**config.mk**
```make
export PLATFORM = sky130hd
export DESIGN_NAME = inflight_addr_tracker
export DESIGN_NICKNAME = d
export VERILOG_FILES = /design/src/rtl/inflight_addr_pkg.sv /design/src/rtl/addr_delay_pipe.sv /design/src/rtl/inflight_addr_tracker.sv
export SDC_FILE = /design/constraint.sdc
export NUM_CORES = 2
export LEC_CHECK = 0
export BUFFER_PORTS_ARGS = -buffer_cell sky130_fd_sc_hd__buf_2
export CAP_MARGIN = 20
export CORE_MARGIN = 3
export CORE_UTILIZATION = 57
export DETAILED_ROUTE_END_ITERATION = 10
export PLACE_DENSITY = 0.82
export SYNTH_ARGS = -nofsm -noshare
export SYNTH_HDL_FRONTEND = slang
export SYNTH_HIERARCHICAL = 1
export SYNTH_SLANG_ARGS = --single-unit
export TNS_END_PERCENT = 1
```
**constraint.sdc**
```tcl
create_clock -name clk -period 2.8 [get_ports clk]
set_input_delay 0.56 -clock clk [delete_from_list [all_inputs] [get_ports clk]]
set_output_delay 0.56 -clock clk [all_outputs]
set_load 0.01 [all_outputs]
```
**src/rtl/inflight_addr_pkg.sv**
```systemverilog
// Shared constants and types for the in-flight feature address tracker.
package inflight_addr_pkg;

    localparam int DEF_ADDR_W = 12;
    localparam int DEF_DEPTH  = 64;

    // Forward/reverse feature address pair at the default address width
    typedef struct packed {
        logic [DEF_ADDR_W-1:0] r_addr;
        logic [DEF_ADDR_W-1:0] addr;
    } addr_pair_t;

    // Bits needed to hold an occupancy of 0..depth inclusive
    function automatic int cnt_w(input int depth);
        return $clog2(depth + 1);
    endfunction

endpackage

```
**src/rtl/addr_delay_pipe.sv**
```systemverilog
// Fixed-latency shift pipe carrying a valid bit and its data together.
// Data stages only advance behind a valid, so the last stage holds the
// most recent delivered pair while out_v is low.
module addr_delay_pipe #(
    parameter int W   = 24,
    parameter int LAT = 3
) (
    input  logic         clk,
    input  logic         rst_n,
    input  logic         kill,
    input  logic         in_v,
    input  logic [W-1:0] in_d,
    output logic         out_v,
    output logic [W-1:0] out_d
);

    logic [LAT:1]        vld_pipe;
    logic [LAT:1][W-1:0] dat_pipe;

    // Advance valids every cycle (kill empties them); move data only behind a valid
    always_ff @(posedge clk or negedge rst_n) begin
        if (!rst_n) begin
            vld_pipe <= '0;
            dat_pipe <= '0;
        end else begin
            vld_pipe[1] <= in_v & ~kill;
            if (in_v && !kill) dat_pipe[1] <= in_d;
            for (int i = 2; i <= LAT; i++) begin
                vld_pipe[i] <= vld_pipe[i-1] & ~kill;
                if (vld_pipe[i-1] && !kill) dat_pipe[i] <= dat_pipe[i-1];
            end
        end
    end

    assign out_v = vld_pipe[LAT];
    assign out_d = dat_pipe[LAT];

endmodule

```
**src/rtl/inflight_addr_tracker.sv**
```systemverilog
// Circular store of forward/reverse feature address pairs for flows in
// flight; each release pops the oldest pair and delivers it OUT_LAT cycles
// later for freeing. Provides occupancy flags and sticky misuse errors.
module inflight_addr_tracker
    import inflight_addr_pkg::*;
#(
    parameter int ADDR_W   = DEF_ADDR_W,
    parameter int DEPTH    = DEF_DEPTH,
    parameter int OUT_LAT  = 3,
    parameter int AFULL_TH = 56
) (
    input  logic                       clk,
    input  logic                       rst_n,
    input  logic                       push,
    input  logic [ADDR_W-1:0]          push_addr,
    input  logic [ADDR_W-1:0]          push_r_addr,
    input  logic                       pop,
    input  logic                       flush,
    input  logic                       err_clr,
    output logic [ADDR_W-1:0]          free_addr,
    output logic [ADDR_W-1:0]          free_r_addr,
    output logic                       free_v,
    output logic [$clog2(DEPTH+1)-1:0] count,
    output logic                       full,
    output logic                       empty,
    output logic                       afull,
    output logic                       ovf_err,
    output logic                       udf_err
);

    localparam int AW = $clog2(DEPTH);
    localparam int CW = cnt_w(DEPTH);
    localparam logic [CW-1:0] DEPTH_C = CW'(DEPTH);
    localparam logic [CW-1:0] AFULL_C = CW'(AFULL_TH);

    typedef struct packed {
        logic [ADDR_W-1:0] r_addr;
        logic [ADDR_W-1:0] addr;
    } pair_t;

    pair_t         mem [DEPTH];
    logic [AW-1:0] wr_ptr, rd_ptr;
    logic          push_acc, pop_acc, ovf_evt, udf_evt;
    logic [CW-1:0] count_nxt;
    pair_t         rd_pair, out_pair;

    // Accept decisions and next occupancy; flush swallows that cycle's push/pop
    always_comb begin
        pop_acc   = pop & ~empty & ~flush;
        // A pop in the same cycle frees a slot, so a full store still accepts
        push_acc  = push & (~full | pop_acc) & ~flush;
        ovf_evt   = push & full & ~pop_acc & ~flush;
        udf_evt   = pop & empty & ~flush;
        count_nxt = count;
        if (flush)                      count_nxt = '0;
        else if (push_acc && !pop_acc)  count_nxt = count + CW'(1);
        else if (pop_acc && !push_acc)  count_nxt = count - CW'(1);
    end

    assign rd_pair = mem[rd_ptr];

    // Pair storage; contents need no reset since count gates every read
    always_ff @(posedge clk) begin
        if (push_acc) mem[wr_ptr] <= '{r_addr: push_r_addr, addr: push_addr};
    end

    // Pointers, occupancy flags and sticky errors (a new event beats err_clr)
    always_ff @(posedge clk or negedge rst_n) begin
        if (!rst_n) begin
            wr_ptr  <= '0;
            rd_ptr  <= '0;
            count   <= '0;
            full    <= 1'b0;
            empty   <= 1'b1;
            afull   <= 1'b0;
            ovf_err <= 1'b0;
            udf_err <= 1'b0;
        end else begin
            if (flush) begin
                wr_ptr <= '0;
                rd_ptr <= '0;
            end else begin
                if (push_acc) wr_ptr <= wr_ptr + AW'(1);
                if (pop_acc)  rd_ptr <= rd_ptr + AW'(1);
            end
            count <= count_nxt;
            full  <= (count_nxt == DEPTH_C);
            empty <= (count_nxt == '0);
            afull <= (count_nxt >= AFULL_C);
            if (ovf_evt)      ovf_err <= 1'b1;
            else if (err_clr) ovf_err <= 1'b0;
            if (udf_evt)      udf_err <= 1'b1;
            else if (err_clr) udf_err <= 1'b0;
        end
    end

    addr_delay_pipe #(
        .W   (2*ADDR_W),
        .LAT (OUT_LAT)
    ) u_pipe (
        .clk   (clk),
        .rst_n (rst_n),
        .kill  (flush),
        .in_v  (pop_acc),
        .in_d  (rd_pair),
        .out_v (free_v),
        .out_d (out_pair)
    );

    assign free_addr   = out_pair.addr;
    assign free_r_addr = out_pair.r_addr;

endmodule
```
==> Word-level counts from Yosys, hierarchy flattened <==
Memory sizes are Yosys's and may differ from the RTL's. A register that Yosys moved wholly into a read port is not among the register bits.
Index checks and enable logic that the tools add are counted.
{ "op_classes": {"add_sub_neg": 4, "multipliers": 0, "div_mod_pow": 0, "magnitude_cmp": 1, "n_eq_ne": 1, "n_shift": 0, "n_mux": 12, "bitwise": 17, "n_reduce_logical": 14} }
{ "ops": {"columns": ["cell", "count"], "rows": [
  ["$mux W6", 4],
  ["$mux W7", 3],
  ["$add A6 B1 Y6 const B", 2],
  ["$and A1 B1 Y1", 12],
  ["$reduce_bool A2 Y1", 4],
  ["$add A7 B1 Y7 const B", 1],
  ["$eq A7 B7 Y1 const B", 1],
  ["$ge A7 B6 Y1 const B", 1],
  ["$logic_not A7 Y1", 1],
  ["$sub A7 B1 Y7 const B", 1],
  ["$logic_and A1 B1 Y1", 5],
  ["$mux W1", 5],
  ["$logic_not A1 Y1", 4],
  ["$not A1 Y1", 4],
  ["$or A1 B1 Y1", 1]
]} }
{ "word_totals": {"reg_bits": 75, "latch_bits": 0, "ramBits": 1536, "mem_bits_ro": 0, "inputBits": 30, "out_inout_bits": 37, "elab_cells": 61, "n_memories": 1} }
{ "mem_list": {"columns": ["name", "depth", "width", "rd", "rd_clocked_by_memory_dff", "write_ports", "line_no", "source"], "rows": [
  ["mem", 64, 24, 1, 1, 1, "inflight_addr_tracker.sv:41", "pair_t mem [DEPTH];"]
]} }

==> Depth between registers and ports, before layout <==
{ "depth": {"word_depth": 12, "mapped_depth": 10, "ltp_nobuf": 7} }

==> Hierarchy <==
Netlist, hierarchy kept.
{ "by_module_without_submodules": {"columns": ["mod", "instances", "cells_each", "area_each_um2", "seq_area_each_um2"], "rows": [
  ["inflight_addr_tracker", 1, 2693, 60096.4, 46726.1],
  ["addr_delay_pipe", 1, 183, 3254.4, 1876.8]
]} }

==> Least setup slack after synthesis <==
Ideal clock, no wire load.
{ "synth_path": {"path_type": "input to register", "startpoint": "in flush", "endpoint": "mem mem[62][0] in the netlist's numbering, enable pin", "setup_ps": 405, "t_arrival_ps": 2622, "required_ps": 2395, "slack_ps": -227, "cell_stages": 5, "path_buffers": 1, "path_cell_list": "clkbuf_1 > a211oi_1 > and2b_1 > nand3_1 > nor2_1"} }
{ "synth_via": {"elab_chain_cells": 7} }
{ "synth_rtl": {"columns": ["item", "line_no", "source"], "rows": [
  ["start: declaration", "inflight_addr_tracker.sv:18", "input logic flush,"],
  ["$not A1 Y1 (*)", "inflight_addr_tracker.sv:49, inflight_addr_tracker.sv:51", null],
  ["$and A1 B1 Y1", "inflight_addr_tracker.sv:49", "pop_acc = pop & ~empty & ~flush;"],
  ["$or A1 B1 Y1", "inflight_addr_tracker.sv:51", "push_acc = push & (~full | pop_acc) & ~flush;"],
  ["$and A1 B1 Y1", "inflight_addr_tracker.sv:51", null],
  ["$and A1 B1 Y1 (*)", "inflight_addr_tracker.sv:51", null],
  ["$mux W1 (*)", "inflight_addr_tracker.sv:64", "if (push_acc) mem[wr_ptr] <= '{r_addr: push_r_addr, addr: push_addr};"],
  ["$mux W1 (implied by the code) (*)", "inflight_addr_tracker.sv:64", null],
  ["end: declaration", "inflight_addr_tracker.sv:41", null]
]} }
Mark *: on every way between the ends. The rest lies on a longest branch, timed or not.

==> metrics.txt <==
global route overflow=0; H-Tree Level Count=4; clock-pin slew on the worst setup and hold paths=0.06 ns; EDFF count, synth=1536; commonest non-fill, non-tap cell in the layout=edfxtp_1; fillers=6278; CP required=3.51 ns; Hold Slack=0.08587 ns; dpl cell area=67780 µm²; sequential-to-total area share from yosys stat=0.7672; synthesized area per cell=22.03 µm²; DR iter-0 viols=5600; Nets=3224; critical path class=reg2reg; post-synthesis cell type count=56; Seq cells post-synth=1635; critical path peak fanout=13; Placer Congestion=0.8518; Die W=339.4 µm; Final Util=0.6697; power per cell area=775.7 nW/µm²; Max Cap Viol=0; CTS Buf Count=157; dpl ws=-0.3035 ns; Die H=339.4 µm; fraction of layout cells with a size suffix above 1=0.3476; Slew @ Worst Pin=0.9372 ns; cell area after layout=73410 µm²; Total Wirelength=178.9 mm; Ports=67; DIE AREA=115200 µm²; total core area=109600 µm²; Vias=33470; crit share post-route=1.056; post-layout minimum cycle time=2.956 ns; final hold vios=0; CP Data Arrival Time=3.67 ns; vias per cell=6.960; Final Max Slew Viols=0; Synth async-reset ratio=0.06055; mapped cell area=63350 µm²; pin count of the biggest net entering global routing=65; Max clock buf depth=3; crit start category=flip-flop; Syn-to-layout area delta=15.88%; num rows=121; Post-Synthesis Cells=2876; DP Wirelength=93.86 mm; vias in the first global route=33810; Worst slew margin=0.3752; Hold Crit Class=in2reg; Initial Util=0.5780; Pleak=23.23 nW; fin worst setup slack=-0.1562 ns; CTS tree=yes; fmax=338.3 MHz; # setup viols final=9; antenna viol nets, final=0; Worst setup EP type=flip-flop; failing checks=setup timing; clock skew=0.03551 ns; Most used DFF post-synth=edfxtp_1; Detailed Routing Iterations Pass 1=6; DR WL/cell=37.19 µm; DRC Markers=0; RSZ-0062 raised after global routing=yes; Mapped Nets=2910; most frequent cells in the layout=edfxtp_1 (1536), mux4_2 (362), clkbuf_16 (162), buf_4 (157), mux2i_1 (123); initial antenna violation count=11; clk_lat worst skew=0.78 ns; status=finished, violations left; port bufs=66; worst ir drop on vdd=0.6289 mV; yosys warns=6; Tot Pwr=56.95 mW; Total GRT Usage=0.2990; first-pass GRT wire length=245.1 mm; Root Buffer=clkbuf_16; CTS Sinks=1635
[registers in the layout, indices dropped and copies added (netlist names)]
name             count
mem               1536
u_pipe/dat_pipe     48
u_pipe/out_d        24
count                7
rd_ptr               6
wr_ptr               6
u_pipe/vld_pipe      3
afull                1
empty                1
full                 1
ovf_err              1
udf_err              1
[cell usage after synthesis (2+ instances only)]
master     number  share of area
a22o_1         21         0.0029
o22ai_1        45         0.0044
nand2b_1        9        0.00089
nor2_1         93         0.0055
clkbuf_1       51         0.0030
a2111oi_0       2        0.00028
mux4_2        362           0.13
edfxtp_1     1536           0.73
mux2i_1       138          0.022
o41ai_1         3        0.00041
xnor2_1         4        0.00055
buf_12          6         0.0019
nand3_1         9        0.00071
dfrtp_1        98          0.039
o221ai_1       22         0.0030
nor2b_1        14         0.0014
ha_1            4        0.00079
buf_2          43         0.0034
buf_6          16         0.0028
nand4_1         8        0.00079
a221oi_1        2        0.00028
inv_1           8        0.00047
and2_1          4        0.00039
a22oi_1        24         0.0028
a211oi_1       45         0.0053
nor3_1          4        0.00032
nor4_1          2        0.00020
a21oi_1        29         0.0023
or2_2           2        0.00020
nand2_1        66         0.0039
buf_4          60         0.0071
a21o_1          3        0.00036
or3_1           4        0.00039
nand3b_1        5        0.00059
o21ai_0         6        0.00047
nor3b_1         2        0.00024
buf_1           9        0.00053
mux2_4         57          0.014
xor2_1          6        0.00083
mux2_2         38         0.0068
[per-stage QoR]
| stage | setup TNS, ns | std cells |
|---|---|---|
| finish | -0.6260 | 4809 |
| global route | -0.7712 | 4799 |
| CTS | -0.7390 | 4776 |
| global placement | -2.079 | 4480 |
| detailed placement | -2.241 | 4481 |
| floorplan | -202.80 | 2876 |
[critical path, cell delays in order (launching register included)]
cell	delay [ns]
dfrtp_4	0.52
buf_12	0.17
buf_4	0.18
nand2_1	0.46
buf_4	0.37
o221ai_1	0.22
a21oi_2	0.56
a22o_1	0.25
mux2_4	0.15
[layer usage]
metal | track usage | share of wire | vias to the layer above
li1 | - | - | 12640
met1 | 0.3894 | 0.32 | 17050
met2 | 0.4624 | 0.48 | 3158
met3 | 0.08400 | 0.14 | 616
met4 | 0.1631 | 0.064 | 8
met5 | 0 | 0.00031 | -
[repair_timing]
action                                 CTS  global route
hold buffers                             3             0
setup endpoints to repair               19            22
pin swaps                                2             3
buffers inserted                         0            22
gates resized for setup                 36            31
endpoints found under the hold margin   42             0
cloned                                   0             1
[logic make-up after synthesis]
group | Yosys count | share of synthesized area
buffers and inverters | 193 | 0.01928
multiplexers | 595 | 0.1708
flip-flops | 1635 | 0.7672
AND/OR/NAND/NOR | 230 | 0.01706
adder cells (fa/ha/maj) | 4 | 0.0007900
XOR/XNOR | 10 | 0.001382
AO/OA/AOI/OAI | 209 | 0.02352
[power breakdown]
group / internal (mW) / leakage (nW) / total, mW / switching [mW]
sequential: 27.3 / 15.1 / 27.9 / 0.649
clock: 11.9 / 2.47 / 21.2 / 9.31
combinational: 3.92 / 5.68 / 7.86 / 3.95
total: 43.0 / 23.2 / 56.9 / 13.9
[area by class of cell]
type,instances,area (µm²),share of cell area
flip-flops and latches,1635,48620,0.6623
multi-input cells,1048,13960,0.1902
clock buffers,200,4185,0.05701
repair buffers,340,3852,0.05248
well taps,1476,1847,0.02516
clock inverters,92,888.4,0.01210
inverters,8,30.03,0.0004091
diodes,10,25.02,0.0003409
[worst paths after layout]
check,from,depth (start not counted),to,slack [ns]
hold / removal,pop,3,udf_err,0.09
max in group asynchronous,rst_n,3,u_pipe/dat_pipe[13],1.55
setup / recovery,rd_ptr[0],8,u_pipe/dat_pipe[22],-0.16
setup reg to reg,rd_ptr[0],8,u_pipe/dat_pipe[22],-0.16
min in group asynchronous,rst_n,2,count[6],0.39
hold reg to reg,u_pipe/out_d[12],1,u_pipe/out_d[12],0.51
Power figures use the tool's default switching activity.
